==> src/rtl/caf_pkg.sv <==
// Shared definitions for the CAF peak scheduler: FSM state type and width helpers.
package caf_pkg;

  typedef enum logic [1:0] {
    IDLE,
    STREAM,
    WAIT_RES,
    OUT
  } caf_state_e;

  // Minimum counter width able to index n items (at least one bit).
  function automatic int unsigned caf_min_bits(input int unsigned n);
    return (n <= 1) ? 1 : $clog2(n);
  endfunction

endpackage

==> src/rtl/caf_peak_tracker.sv <==
// Holds the best (max, index, bin) seen so far; strict greater-than keeps the earliest on ties.
module caf_peak_tracker #(
  parameter int unsigned max_bits   = 25,
  parameter int unsigned index_bits = 8,
  parameter int unsigned freq_bits  = 4
) (
  input  logic                  clk,
  input  logic                  rst,
  input  logic                  clear,
  input  logic                  load,
  input  logic [max_bits-1:0]   in_max,
  input  logic [index_bits-1:0] in_index,
  input  logic [freq_bits-1:0]  in_bin,
  output logic [max_bits-1:0]   best_max,
  output logic [index_bits-1:0] best_index,
  output logic [freq_bits-1:0]  best_bin
);

  logic best_valid;
  logic take;

  assign take = !best_valid || (in_max > best_max);

  always_ff @(posedge clk) begin
    if (rst || clear) begin
      best_valid <= 1'b0;
      best_max   <= '0;
      best_index <= '0;
      best_bin   <= '0;
    end else if (load && take) begin
      best_valid <= 1'b1;
      best_max   <= in_max;
      best_index <= in_index;
      best_bin   <= in_bin;
    end
  end

endmodule

==> src/rtl/caf_peak_scheduler.sv <==
// Sequences arg_max over num_bins frames of frame_len samples and reports the global peak
// of the whole CAF search as a single AXI-Stream result.
module caf_peak_scheduler
  import caf_pkg::*;
#(
  parameter int unsigned i_bits       = 12,
  parameter int unsigned q_bits       = 12,
  parameter int unsigned out_max_bits = 25,
  parameter int unsigned index_bits   = 8,
  parameter int unsigned freq_bits    = 4,
  parameter int unsigned num_bins     = 16,
  parameter int unsigned frame_len    = 256
) (
  input  logic                    clk,
  input  logic                    rst,
  input  logic                    start,
  output logic                    busy,
  input  logic                    s_axis_tvalid,
  output logic                    s_axis_tready,
  input  logic [i_bits-1:0]       s_axis_xi,
  input  logic [q_bits-1:0]       s_axis_xq,
  output logic                    am_tvalid,
  input  logic                    am_tready,
  output logic [i_bits-1:0]       am_xi,
  output logic [q_bits-1:0]       am_xq,
  output logic                    am_tlast,
  input  logic                    am_res_tvalid,
  output logic                    am_res_tready,
  input  logic [out_max_bits-1:0] am_res_max,
  input  logic [index_bits-1:0]   am_res_index,
  output logic                    m_axis_tvalid,
  input  logic                    m_axis_tready,
  output logic [out_max_bits-1:0] peak_max,
  output logic [index_bits-1:0]   peak_index,
  output logic [freq_bits-1:0]    peak_bin
);

  if (caf_min_bits(frame_len) > index_bits) begin : g_bad_index_bits
    $error("index_bits too narrow for frame_len");
  end
  if (caf_min_bits(num_bins) > freq_bits) begin : g_bad_freq_bits
    $error("freq_bits too narrow for num_bins");
  end

  localparam logic [index_bits-1:0] LAST_SAMPLE = index_bits'(frame_len - 1);
  localparam logic [freq_bits-1:0]  LAST_BIN    = freq_bits'(num_bins - 1);

  caf_state_e              state, state_nxt;
  logic [index_bits-1:0]   sample_cnt;
  logic [freq_bits-1:0]    bin_cnt;
  logic                    xfer;
  logic                    res_fire;
  logic                    search_start;

  assign am_xi        = s_axis_xi;
  assign am_xq        = s_axis_xq;
  assign am_tlast     = (sample_cnt == LAST_SAMPLE);
  assign xfer         = am_tvalid && am_tready;
  assign res_fire     = am_res_tvalid && am_res_tready;
  assign search_start = (state == IDLE) && start;

  always_comb begin
    state_nxt     = state;
    busy          = 1'b0;
    am_tvalid     = 1'b0;
    s_axis_tready = 1'b0;
    am_res_tready = 1'b0;
    m_axis_tvalid = 1'b0;
    case (state)
      IDLE: begin
        if (start) state_nxt = STREAM;
      end
      STREAM: begin
        busy          = 1'b1;
        am_tvalid     = s_axis_tvalid;
        s_axis_tready = am_tready;
        if (s_axis_tvalid && am_tready && am_tlast) state_nxt = WAIT_RES;
      end
      WAIT_RES: begin
        busy          = 1'b1;
        am_res_tready = 1'b1;
        if (am_res_tvalid) state_nxt = (bin_cnt == LAST_BIN) ? OUT : STREAM;
      end
      OUT: begin
        busy          = 1'b1;
        m_axis_tvalid = 1'b1;
        if (m_axis_tready) state_nxt = IDLE;
      end
      default: state_nxt = IDLE;
    endcase
  end

  always_ff @(posedge clk) begin
    if (rst) begin
      state      <= IDLE;
      sample_cnt <= '0;
      bin_cnt    <= '0;
    end else begin
      state <= state_nxt;
      if (search_start) begin
        sample_cnt <= '0;
        bin_cnt    <= '0;
      end
      if (xfer) sample_cnt <= am_tlast ? '0 : sample_cnt + index_bits'(1);
      if (res_fire && (bin_cnt != LAST_BIN)) bin_cnt <= bin_cnt + freq_bits'(1);
    end
  end

  caf_peak_tracker #(
    .max_bits   (out_max_bits),
    .index_bits (index_bits),
    .freq_bits  (freq_bits)
  ) u_tracker (
    .clk        (clk),
    .rst        (rst),
    .clear      (search_start),
    .load       (res_fire),
    .in_max     (am_res_max),
    .in_index   (am_res_index),
    .in_bin     (bin_cnt),
    .best_max   (peak_max),
    .best_index (peak_index),
    .best_bin   (peak_bin)
  );

endmodule

==> config.mk <==
export PLATFORM = sky130hd
export DESIGN_NAME = caf_peak_scheduler
export DESIGN_NICKNAME = d
export VERILOG_FILES = /design/src/rtl/caf_pkg.sv /design/src/rtl/caf_peak_tracker.sv /design/src/rtl/caf_peak_scheduler.sv
export SDC_FILE = /design/constraint.sdc
export NUM_CORES = 1
export LEC_CHECK = 0
export ABC_AREA = 1
export CAP_MARGIN = 20
export CORE_MARGIN = 4
export CORE_UTILIZATION = 46
export DETAILED_ROUTE_END_ITERATION = 8
export PLACE_DENSITY_LB_ADDON = 0.05
export SYNTH_ARGS = -nofsm -noshare
export SYNTH_HDL_FRONTEND = slang
export SYNTH_HIERARCHICAL = 1
export SYNTH_SLANG_ARGS = --single-unit
==> constraint.sdc <==
create_clock -name clk -period 2.55 [get_ports clk]
set_input_delay 0.765 -clock clk [delete_from_list [all_inputs] [get_ports clk]]
set_output_delay 0.765 -clock clk [all_outputs]
set_load 0.01 [all_outputs]
==> results by group <==
Routing
  – Vias post-DR: 3369
  – DRC viols: 0
  – Final wirelength: 8930 um
  – First DRT Iteration DRCs: 126
  – Number of detailed-route iterations in the first pass: 4
  – Post-DRT Antenna Nets: 0
  – Wire per inst: 12.9 um
  – Via/cell ratio: 4.88

Synth
  – Warnings, synthesis: 6
  – Syn Nets: 613
  – Synth Area in Compound Gates: 9.39%
  – Mean post-synth cell area: 6.92 um2
  – Mapped Cells: 522
  – Yosys reg bits: 52
  – Netlist cell types: 29
  – Largest family of logic cells by synthesized area: simple AND/OR/NAND/NOR gates
  – Synth Cell Area: 0.00361 mm2
  – Share of the synthesized area in the top cell type: 28.8%
  – Post-synthesis mux area share: 0%
  – Adder-cell area share of the yosys netlist: 9.36%
  – Simple-Gate Fraction of Synth Area: 34.0%
  – Xor and xnor area share after synthesis: 0.243%
  – Dominant cells by area after synthesis: dfxtp_1, nand2_1, ha_1
  – Sequential share of the synthesized area: 28.8%
  – Synth area leader: dfxtp_1

Die
  – Initial Util: 47.0%
  – Die area: 0.00933 mm2
  – Ports: 131
  – Die width: 96.6 um
  – Die span in y: 96.6 um
  – CORE AREA: 0.00769 mm2
  – Rows: 32

CTS
  – # hold bufs at CTS: 0
  – H-tree levels: 2
  – CTS tree: done
  – # clock sinks: 52
  – Clock Latency Late Sink: 320 ps
  – Root Buffer: clkbuf_8
  – Clk buf depth: 2
  – Worst-path clk slew: 100 ps
  – Total CTS buffers: 5

Global route
  – Met1 usage: 22.8%
  – Initial antenna violation count: 0
  – Met2 Resource Use GR: 29.8%
  – GR Util All Layers: 17.7%
  – Global-route track usage on met3: 3.41%
  – Global-route wire length before repair: 13200 um
  – GR Overflow Total: 0
  – Vias in the first global route: 2983
  – Global routing's busiest layer: met2
  – Largest net degree at the start of global routing: 77

Timing
  – Worst Skew: 9.20 ps
  – Hold Violations, Final: 0
  – Tcrit/Tclk final: 96.3%
  – Final min period: 2460 ps
  – Achievable frequency: 407 MHz
  – Final setup violation count: 0
  – Slew of the pin with the lowest slew margin: 409 ps
  – Slew Viols, Final: 0
  – Headroom to the max-slew limit: 72.7%

Worst setup path
  – Worst path cell trace: clkdlybuf4s50_1 > ha_4 > nand4_1 > nor3_4 > nand4_1 > nand2_2 > nand2_4 > clkbuf_16 > a21oi_1 > nor2_1
  – Top delay family on crit path: simple AND/OR/NAND/NOR gates
  – Worst setup EP type: flip-flop
  – CP most frequent cell: nand4_1
  – Worst setup startpoint: am_res_max[12]
  – Critical path class: in -> reg
  – Worst path slowest cell: clkdlybuf4s50_1
  – FF-to-FF Start: u_tracker/best_max[22]
  – CP arrival: 2670 ps
  – WP buf/inv: 2
  – Type of origin of the critical path: primary input
  – Crit-path max FO: 8
  – Crit path largest cell delay: 490 ps
  – Worst EP required: 2770 ps

Power and ir drop
  – Final Power: 2.24 mW
  – Pwr dens: 458 mW/mm2
  – Pleak: 2.11 nW
  – Worst vdd ir: 0.303 mV

Cells and area
  – Most frequent cells in the layout: nand2_1, inv_1, clkdlybuf4s50_1
  – Most common cell after layout, fill and taps aside: nand2_1
  – Ratio of cells with drive above 1 in the final layout: 19.4%
  – Final Net Count: 679
  – # diodes: 0
  – Area grow syn2layout: 35.2%
  – Final Core Density: 63.5%

Hold path
  – Hold Crit Class: reg -> reg
  – Hold path start: sample_cnt[1]

Status
  – Status: complete, no violations

Placement
  – GP Congestion: 0.865
  – I/O Buffers: 82
  – Post-DP HPWL: 5890 um

Flow run
  – Max-cap viol count: 0
timing repair:
| item | CTS | global route |
|---|---|---|
| setup endpoints to repair | 2 | 39 |
| pin swaps | 0 | 27 |
| resized for setup | 2 | 46 |
| setup buffers | 0 | 2 |
| gates cloned | 0 | 7 |
power by group:
part           switching (mW)  leakage [nW]  internal [mW]
clock network           0.306        0.0491          0.203
logic                   0.422          1.64          0.384
registers              0.0532         0.421          0.867
total                   0.781          2.11           1.45
state kept, by name, summed over array words and instances, names as in the netlist:
| name | count |
|---|---|
| u_tracker/best_index | 8 |
| state | 2 |
| u_tracker/best_max | 25 |
| u_tracker/best_bin | 4 |
| u_tracker/best_valid | 1 |
| sample_cnt | 8 |
| bin_cnt | 4 |
metrics by stage:
stage          cell area (um2)  setup WS [ps]  hold WS, ps  cells  TNS [ps]
2_1_floorplan             3610            313          441    522         0
3_3_place_gp              4400           -287          465    674    -10110
3_5_place_dp              4400           -325          468    674    -11520
4_1_cts                   4490           8.62          489    682         0
5_1_grt                   4880          -34.1          504    691      -275
6_report                  4880           94.5          483    691         0
tightest hold or removal path: cells and delay by family (launching register included):
kind	cells	cell delay (ps)
DFF	1	330
and+or+nand+nor	1	60
AOI/OAI and AO/OA	1	50
cell usage after synthesis:
cell and number:
nand3_1 23, nor2_1 55, xor2_1 1, nor2_2 6, o21a_1 1, nor3_2 1
buf_1 2, buf_6 7, or2_2 1, buf_4 24, nand4_1 2, a21o_1 2
nand2_1 114, inv_4 1, nor2_4 5, a21oi_1 55, nand3_2 32, inv_2 3
nand2_2 3, nor3b_1 1, buf_2 7, o21ai_1 2, clkbuf_1 5, nand3b_1 1
inv_1 85, a21oi_4 1, ha_1 27, o21ai_0 3, dfxtp_1 52
logic make-up (layout without fill, tap and decap cells):
group / Yosys count / after routing
DFF: 52 / 52
buffers and inverters: 134 / 200
adders and majority gates: 27 / 27
and+or+nand+nor: 244 / 245
AOI/OAI and AO/OA: 64 / 64
xor gates and xnor gates: 1 / 1
area by class of cell:
cell class | count | area, um2
timing repair buffer | 103 | 1140
fill | 733 | 2810
clock inverter | 3 | 26.3
sequential | 52 | 1040
tap | 102 | 128
inverter | 89 | 337
clock buffer | 5 | 68.8
multi-input combinational | 337 | 2140
layer usage:
metal  up-vias  wire length, um
li1       1738                -
met1      1529             4010
met2        94             4280
met3         8              576
met4         0               66
met5         -                0
final timing paths:
path	to	slack, ps	cells past startpoint
setup / recovery	u_tracker/best_index[6]	90	10
hold / removal	sample_cnt[1]	480	2
setup reg to reg	u_tracker/best_index[6]	400	12
hold reg to reg	sample_cnt[1]	480	2
No activity file was read; power rests on OpenSTA's default activity.
